<file path="config.mk">
export PLATFORM = sky130hd
export DESIGN_NAME = apb_ahb3lite_bridge_flat
export DESIGN_NICKNAME = d
export VERILOG_FILES = /design/src/rtl/apb_ahb3lite_bridge_if.sv /design/src/rtl/apb_ahb3lite_bridge.sv /design/src/flat_wrapper.sv
export SDC_FILE = /design/constraint.sdc
export NUM_CORES = 1
export LEC_CHECK = 0
export CAP_MARGIN = 20
export CORE_MARGIN = 3
export CORE_UTILIZATION = 47
export DETAILED_ROUTE_END_ITERATION = 10
export PLACE_DENSITY_LB_ADDON = 0.05
export SLEW_MARGIN = 5
export SYNTH_ARGS = -nofsm -noshare
export SYNTH_HDL_FRONTEND = slang
export SYNTH_SLANG_ARGS = --single-unit
</file>
<file path="constraint.sdc">
create_clock -name PCLK -period 5.1 [get_ports PCLK]
set_input_delay 1.53 -clock PCLK [delete_from_list [all_inputs] [get_ports PCLK]]
set_output_delay 1.53 -clock PCLK [all_outputs]
set_load 0.05 [all_outputs]
</file>
<file path="src/rtl/apb_ahb3lite_bridge_if.sv">
// Bus bundle for the APB4-responder / AHB3-Lite-initiator bridge.
// The slave modport is the bridge's view; the master modport is the surrounding system's view.
interface apb_ahb3lite_bridge_if #(
  parameter int HADDR_SIZE = 32,
  parameter int PADDR_SIZE = 16
);
  logic                  PSEL;
  logic                  PENABLE;
  logic                  PWRITE;
  logic [PADDR_SIZE-1:0] PADDR;
  logic [31:0]           PWDATA;
  logic [3:0]            PSTRB;
  logic [2:0]            PPROT;
  logic [31:0]           PRDATA;
  logic                  PREADY;
  logic                  PSLVERR;

  logic [HADDR_SIZE-1:0] HADDR;
  logic [31:0]           HWDATA;
  logic                  HWRITE;
  logic [2:0]            HSIZE;
  logic [2:0]            HBURST;
  logic [3:0]            HPROT;
  logic [1:0]            HTRANS;
  logic                  HMASTLOCK;
  logic [31:0]           HRDATA;
  logic                  HREADY;
  logic                  HRESP;

  modport slave (
    input  PSEL, PENABLE, PWRITE, PADDR, PWDATA, PSTRB, PPROT,
    output PRDATA, PREADY, PSLVERR,
    output HADDR, HWDATA, HWRITE, HSIZE, HBURST, HPROT, HTRANS, HMASTLOCK,
    input  HRDATA, HREADY, HRESP
  );

  modport master (
    output PSEL, PENABLE, PWRITE, PADDR, PWDATA, PSTRB, PPROT,
    input  PRDATA, PREADY, PSLVERR,
    input  HADDR, HWDATA, HWRITE, HSIZE, HBURST, HPROT, HTRANS, HMASTLOCK,
    output HRDATA, HREADY, HRESP
  );
endinterface

</file>
<file path="src/rtl/apb_ahb3lite_bridge.sv">
// APB4 responder that turns each APB access into one AHB3-Lite single transfer.
// Write strobes select HSIZE and the low address bits; unsupported strobe patterns complete on APB only.
module apb_ahb3lite_bridge #(
  parameter int                    HADDR_SIZE = 32,
  parameter int                    PADDR_SIZE = 16,
  parameter logic [HADDR_SIZE-1:0] HADDR_BASE = '0
) (
  input  logic                 PCLK,
  input  logic                 PRESETn,
  apb_ahb3lite_bridge_if.slave bus
);

  localparam logic [1:0] HTRANS_IDLE   = 2'b00;
  localparam logic [1:0] HTRANS_NONSEQ = 2'b10;
  localparam logic [2:0] HSIZE_BYTE    = 3'b000;
  localparam logic [2:0] HSIZE_HWORD   = 3'b001;
  localparam logic [2:0] HSIZE_WORD    = 3'b010;
  // Keeps only the HADDR_BASE bits above the APB address range.
  localparam logic [HADDR_SIZE-1:0] BASE_MASK =
    ~((HADDR_SIZE'(1) << PADDR_SIZE) - HADDR_SIZE'(1));

  typedef enum logic [1:0] {IDLE, ADDR, DATA, RESP} state_t;

  state_t                state_reg;
  logic [31:0]           wdata_reg;
  logic [31:0]           prdata_reg;
  logic                  pready_reg;
  logic                  pslverr_reg;
  logic [HADDR_SIZE-1:0] haddr_reg;
  logic [31:0]           hwdata_reg;
  logic                  hwrite_reg;
  logic [2:0]            hsize_reg;
  logic [3:0]            hprot_reg;
  logic [1:0]            htrans_reg;

  logic                  strb_legal;
  logic [2:0]            strb_size;
  logic [1:0]            strb_off;
  logic [2:0]            setup_size;
  logic [1:0]            setup_off;
  logic [HADDR_SIZE-1:0] setup_addr;

  always_comb begin
    strb_legal = 1'b1;
    strb_size  = HSIZE_WORD;
    strb_off   = 2'b00;
    case (bus.PSTRB)
      4'b0001: begin strb_size = HSIZE_BYTE;  strb_off = 2'd0; end
      4'b0010: begin strb_size = HSIZE_BYTE;  strb_off = 2'd1; end
      4'b0100: begin strb_size = HSIZE_BYTE;  strb_off = 2'd2; end
      4'b1000: begin strb_size = HSIZE_BYTE;  strb_off = 2'd3; end
      4'b0011: begin strb_size = HSIZE_HWORD; strb_off = 2'd0; end
      4'b1100: begin strb_size = HSIZE_HWORD; strb_off = 2'd2; end
      4'b1111: begin strb_size = HSIZE_WORD;  strb_off = 2'd0; end
      default: strb_legal = 1'b0;
    endcase
  end

  assign setup_size = bus.PWRITE ? strb_size : HSIZE_WORD;
  assign setup_off  = bus.PWRITE ? strb_off  : 2'b00;
  assign setup_addr = (HADDR_BASE & BASE_MASK)
                    | HADDR_SIZE'({bus.PADDR[PADDR_SIZE-1:2], setup_off});

  always_ff @(posedge PCLK) begin
    if (!PRESETn) begin
      state_reg   <= IDLE;
      wdata_reg   <= '0;
      prdata_reg  <= '0;
      pready_reg  <= 1'b0;
      pslverr_reg <= 1'b0;
      haddr_reg   <= '0;
      hwdata_reg  <= '0;
      hwrite_reg  <= 1'b0;
      hsize_reg   <= 3'b000;
      hprot_reg   <= 4'b0000;
      htrans_reg  <= HTRANS_IDLE;
    end else begin
      case (state_reg)
        IDLE: begin
          pready_reg  <= 1'b0;
          pslverr_reg <= 1'b0;
          prdata_reg  <= '0;
          if (bus.PSEL && !bus.PENABLE) begin
            wdata_reg <= bus.PWDATA;
            if (!bus.PWRITE || strb_legal) begin
              haddr_reg  <= setup_addr;
              hwrite_reg <= bus.PWRITE;
              hsize_reg  <= setup_size;
              hprot_reg  <= {2'b00, bus.PPROT[0], ~bus.PPROT[2]};
              htrans_reg <= HTRANS_NONSEQ;
              state_reg  <= ADDR;
            end else begin
              // An all-zero strobe is a harmless no-op; any other unsupported pattern is an error.
              pready_reg  <= 1'b1;
              pslverr_reg <= (bus.PSTRB != 4'b0000);
              state_reg   <= RESP;
            end
          end
        end
        ADDR: begin
          if (bus.HREADY) begin
            htrans_reg <= HTRANS_IDLE;
            hwdata_reg <= hwrite_reg ? wdata_reg : 32'h0;
            state_reg  <= DATA;
          end
        end
        DATA: begin
          // HRESP during the HREADY=0 half of a two-cycle error is ignored.
          if (bus.HREADY) begin
            prdata_reg  <= hwrite_reg ? 32'h0 : bus.HRDATA;
            pslverr_reg <= bus.HRESP;
            pready_reg  <= 1'b1;
            hwdata_reg  <= '0;
            state_reg   <= RESP;
          end
        end
        RESP: begin
          pready_reg  <= 1'b0;
          pslverr_reg <= 1'b0;
          prdata_reg  <= '0;
          state_reg   <= IDLE;
        end
        default: state_reg <= IDLE;
      endcase
    end
  end

  logic unused_bits;
  assign unused_bits = &{1'b0, bus.PPROT[1], bus.PADDR[1:0]};

  assign bus.PRDATA    = prdata_reg;
  assign bus.PREADY    = pready_reg;
  assign bus.PSLVERR   = pslverr_reg;
  assign bus.HADDR     = haddr_reg;
  assign bus.HWDATA    = hwdata_reg;
  assign bus.HWRITE    = hwrite_reg;
  assign bus.HSIZE     = hsize_reg;
  assign bus.HBURST    = 3'b000;
  assign bus.HPROT     = hprot_reg;
  assign bus.HTRANS    = htrans_reg;
  assign bus.HMASTLOCK = 1'b0;

endmodule

</file>
<file path="src/flat_wrapper.sv">
// flat-port wrapper written by rule: the top's interface ports become plain ports
module apb_ahb3lite_bridge_flat 
#(
  parameter int                    HADDR_SIZE = 32,
  parameter int                    PADDR_SIZE = 16,
  parameter logic [HADDR_SIZE-1:0] HADDR_BASE = '0
)
  (PCLK, PRESETn, bus_PSEL, bus_PENABLE, bus_PWRITE, bus_PADDR, bus_PWDATA, bus_PSTRB, bus_PPROT, bus_PRDATA, bus_PREADY, bus_PSLVERR, bus_HADDR, bus_HWDATA, bus_HWRITE, bus_HSIZE, bus_HBURST, bus_HPROT, bus_HTRANS, bus_HMASTLOCK, bus_HRDATA, bus_HREADY, bus_HRESP);
  apb_ahb3lite_bridge_if #(.HADDR_SIZE(HADDR_SIZE), .PADDR_SIZE(PADDR_SIZE)) bus_i ();
  input  logic PCLK;
  input  logic PRESETn;
  input wire logic [$bits(bus_i.PSEL)-1:0] bus_PSEL;
  input wire logic [$bits(bus_i.PENABLE)-1:0] bus_PENABLE;
  input wire logic [$bits(bus_i.PWRITE)-1:0] bus_PWRITE;
  input wire logic [$bits(bus_i.PADDR)-1:0] bus_PADDR;
  input wire logic [$bits(bus_i.PWDATA)-1:0] bus_PWDATA;
  input wire logic [$bits(bus_i.PSTRB)-1:0] bus_PSTRB;
  input wire logic [$bits(bus_i.PPROT)-1:0] bus_PPROT;
  output wire logic [$bits(bus_i.PRDATA)-1:0] bus_PRDATA;
  output wire logic [$bits(bus_i.PREADY)-1:0] bus_PREADY;
  output wire logic [$bits(bus_i.PSLVERR)-1:0] bus_PSLVERR;
  output wire logic [$bits(bus_i.HADDR)-1:0] bus_HADDR;
  output wire logic [$bits(bus_i.HWDATA)-1:0] bus_HWDATA;
  output wire logic [$bits(bus_i.HWRITE)-1:0] bus_HWRITE;
  output wire logic [$bits(bus_i.HSIZE)-1:0] bus_HSIZE;
  output wire logic [$bits(bus_i.HBURST)-1:0] bus_HBURST;
  output wire logic [$bits(bus_i.HPROT)-1:0] bus_HPROT;
  output wire logic [$bits(bus_i.HTRANS)-1:0] bus_HTRANS;
  output wire logic [$bits(bus_i.HMASTLOCK)-1:0] bus_HMASTLOCK;
  input wire logic [$bits(bus_i.HRDATA)-1:0] bus_HRDATA;
  input wire logic [$bits(bus_i.HREADY)-1:0] bus_HREADY;
  input wire logic [$bits(bus_i.HRESP)-1:0] bus_HRESP;
  assign bus_i.PSEL = bus_PSEL;
  assign bus_i.PENABLE = bus_PENABLE;
  assign bus_i.PWRITE = bus_PWRITE;
  assign bus_i.PADDR = bus_PADDR;
  assign bus_i.PWDATA = bus_PWDATA;
  assign bus_i.PSTRB = bus_PSTRB;
  assign bus_i.PPROT = bus_PPROT;
  assign bus_PRDATA = bus_i.PRDATA;
  assign bus_PREADY = bus_i.PREADY;
  assign bus_PSLVERR = bus_i.PSLVERR;
  assign bus_HADDR = bus_i.HADDR;
  assign bus_HWDATA = bus_i.HWDATA;
  assign bus_HWRITE = bus_i.HWRITE;
  assign bus_HSIZE = bus_i.HSIZE;
  assign bus_HBURST = bus_i.HBURST;
  assign bus_HPROT = bus_i.HPROT;
  assign bus_HTRANS = bus_i.HTRANS;
  assign bus_HMASTLOCK = bus_i.HMASTLOCK;
  assign bus_i.HRDATA = bus_HRDATA;
  assign bus_i.HREADY = bus_HREADY;
  assign bus_i.HRESP = bus_HRESP;
  apb_ahb3lite_bridge #(.HADDR_SIZE(HADDR_SIZE), .PADDR_SIZE(PADDR_SIZE), .HADDR_BASE(HADDR_BASE)) u_core (.PCLK(PCLK), .PRESETn(PRESETn), .bus(bus_i));
endmodule
</file>
==> impl_metrics.yaml <==
outcome:
  outcome: "complete, no violations"
clock_tree:
  cts_tree: "done"
  cts.sinks: 122
  clkTransAtPathRegs_ns: 0.05
  clock_latency_ns: 0.41
  post_cts_buffers: 0
  htreeDepth: 4
  ctsLongestPathBuffers: 2
  cts_buffers: 17
  ctsResizeCount: 0
  root_buffer: "clkbuf_16"
  cts_hold_buf: 0
pwr:
  pwr_density_cell_mw_per_mm2: 493
  p_leak_uw: 0.00288
  p_total_uw: 3790
  vdd_ir_drop_max_uv: 384
critical_path:
  crit_end: "bus_HWRITE"
  r2r_slack_ns: 2.97
  critPathKind: "flop to output port"
  reg2reg_from: "u_core.state_reg[0]$_SDFFE_PN0P_"
  crit_path_start_kind: "flop"
  cp_slowest_cell: "clkdlybuf4s50_1"
  crit_path_max_incr_delay_ns: 0.85
  cp_top_family: "buffers and inverters"
  reg2reg_to: "u_core.bus.PRDATA[2]$_SDFFE_PN0P_"
  crit_fanout: 4
  reg2regPathDepth: 7
  worstPathRequired_ns: 3.57
  arrival_ns: 1.66
  crit_buf_inv: 1
  cp-end-kind: "output port"
  crit_chain: "clkdlybuf4s50_1"
  critPathLaunch: "u_core.bus.HWRITE$_SDFFE_PN0P_"
  cp.depth: 1
cells_and_area:
  fillCellCount: 875
  diodes: 0
  post-route-util_pct: 70.2
  nNetsFinal: 862
  area_growth_pct: 44.4
  drive_above_1_share_pct: 6.20
yosys:
  ys_types: 42
  synth_area_leader_cell: "dfxtp_1"
  ys.flop_type: "dfxtp_1"
  syn_area_mm2: 0.00532
  synth_cells: 602
  yosysSeqAreaShare_pct: 46.0
  synth.top_cell.area_share_pct: 46.0
  yosys-top-cells-count: "nand2_1 (135), dfxtp_1 (122), a21boi_0 (64)"
  synth.avg_cell_area_um2: 8.83
  synthArstFlopShare_pct: 0
  synth.most_common_cell: "nand2_1"
  synth_area_leaders: "dfxtp_1 (46%), mux2i_1 (9.6%), nand2_1 (9.5%), a21boi_0 (9.0%), nor2b_1 (4.5%)"
  synth_edf_count: 0
  synth-seq-cells: 122
  yosys_warnings: 0
routing:
  drt-total-wl_mm: 13.0
  wl_per_cell_um: 14.2
  drt_pass1_iterations: 4
  drt_iter0_drc: 274
  vias: 4516
  vias_per_cell: 4.94
  antenna_left: 0
  drc: 0
global_route:
  grt_max_degree: 145
  grt_pass1_vias: 4404
  antenna_found_initial: 0
  overflow: 0
  grtUsageTotal_pct: 20.7
  grt_pass1_wl_mm: 21.2
placed_design:
  dp_hpwl_mm: 8.44
  port_buffers: 178
  place.gp.congestion: 0.750
die:
  dieHeight_um: 112
  core_area_mm2: 0.0109
  die_area_mm2: 0.0126
  pin_count: 206
  dieWidth_um: 112
  rows: 38
  initial_core_util_pct: 48.6
sta:
  hold_violations: 0
  layout_min_cycle_time_ns: 3.19
  finalCritPeriodShare_pct: 62.5
  fin_setup_tns_ns: 0
  fmaxAchievable_ghz: 0.314
  rsz0062_at_grt: "false"
  worstMarginPinSlew_ns: 0.554
  holdWs_ns: 0.447
  relSlewSlack_pct: 63.1
  finClkSkew_ns: 0.00654
  slew_violations: 0
  setup_violations: 0
worst_hold_path:
  hold_class: "flop to flop"
  min_path_cells: 2
flow_run:
  maxCapViolCount: 0
-- through the flow --
stage                     cells  cell area [um2]  setup WS, ns
final                       914             7680          1.91
after global routing        914             7680          1.82
after CTS                   913             7650          1.88
after detailed placement    883             7070          1.53
after global placement      883             7070          1.57
after floorplan             625             5400          2.42
-- placed cells by master (no fill, tap or decap), types with 3 or more instances in the layout --
master / synthesis / routed
buf_4: 24 / 9
conb_1: 1 / 24
clkinv_2: 0 / 5
bufinv_16: 0 / 3
nand2_1: 135 / 135
o21ai_0: 6 / 5
dfxtp_1: 122 / 122
a21oi_1: 6 / 6
nor2b_1: 38 / 36
mux2i_1: 51 / 51
and2_1: 33 / 33
a21boi_0: 64 / 64
clkbuf_16: 0 / 17
clkdlybuf4s50_1: 0 / 177
nor2_1: 6 / 6
inv_1: 3 / 3
nand3_1: 34 / 34
ha_1: 5 / 5
-- layer usage --
metal,wire length (um),global-route usage (%),part of all wire [%],vias to the layer above
li1,-,-,-,2267
met1,5810,26.3,45,2078
met2,6020,32.7,46,154
met3,974,7.22,7.5,17
met4,208,7.69,1.6,0
met5,0,0,0,-
-- how the worst min path moves through the flow --
stage / startpoint / to / slack [ns]
floorplan: u_core.wdata_reg[0]$_SDFFE_PN0P_ / u_core.wdata_reg[0]$_SDFFE_PN0P_ / 0.44
global placement: u_core.bus.HADDR[0]$_SDFFE_PN0P_ / u_core.bus.HADDR[0]$_SDFFE_PN0P_ / 0.44
detailed placement: u_core.bus.HADDR[0]$_SDFFE_PN0P_ / u_core.bus.HADDR[0]$_SDFFE_PN0P_ / 0.45
CTS: u_core.bus.HADDR[0]$_SDFFE_PN0P_ / u_core.bus.HADDR[0]$_SDFFE_PN0P_ / 0.45
global route: u_core.bus.HADDR[6]$_SDFFE_PN0P_ / u_core.bus.HADDR[6]$_SDFFE_PN0P_ / 0.47
finish: u_core.bus.HADDR[0]$_SDFFE_PN0P_ / u_core.bus.HADDR[0]$_SDFFE_PN0P_ / 0.45
-- cell type report --
class / count / area, um2 / area share (%)
Multi-Input combinational cell: 432 / 2600 / 33.8
Tap cell: 140 / 175 / 2.28
Timing Repair Buffer: 187 / 1870 / 24.3
Clock buffer: 21 / 460 / 6.00
Inverter: 3 / 11.3 / 0.147
Clock inverter: 9 / 123 / 1.60
Sequential cell: 122 / 2440 / 31.8
-- power breakdown --
group	internal, uW	switching (uW)
clock network	783	402
logic	541	891
registers	1100	73.6
total	2420	1370
-- logic make-up after synthesis --
family          after synthesis  share of synthesized area, %
buf+inv                      71                          7.16
compound gates               91                          12.5
other cells                   1                        0.0706
flops                       122                          46.0
mux                          51                          9.60
simple gates                259                          23.3
fa+ha+maj                     5                          1.18
xor+xnor                      2                         0.330
(Power assumes the default switching activity.)
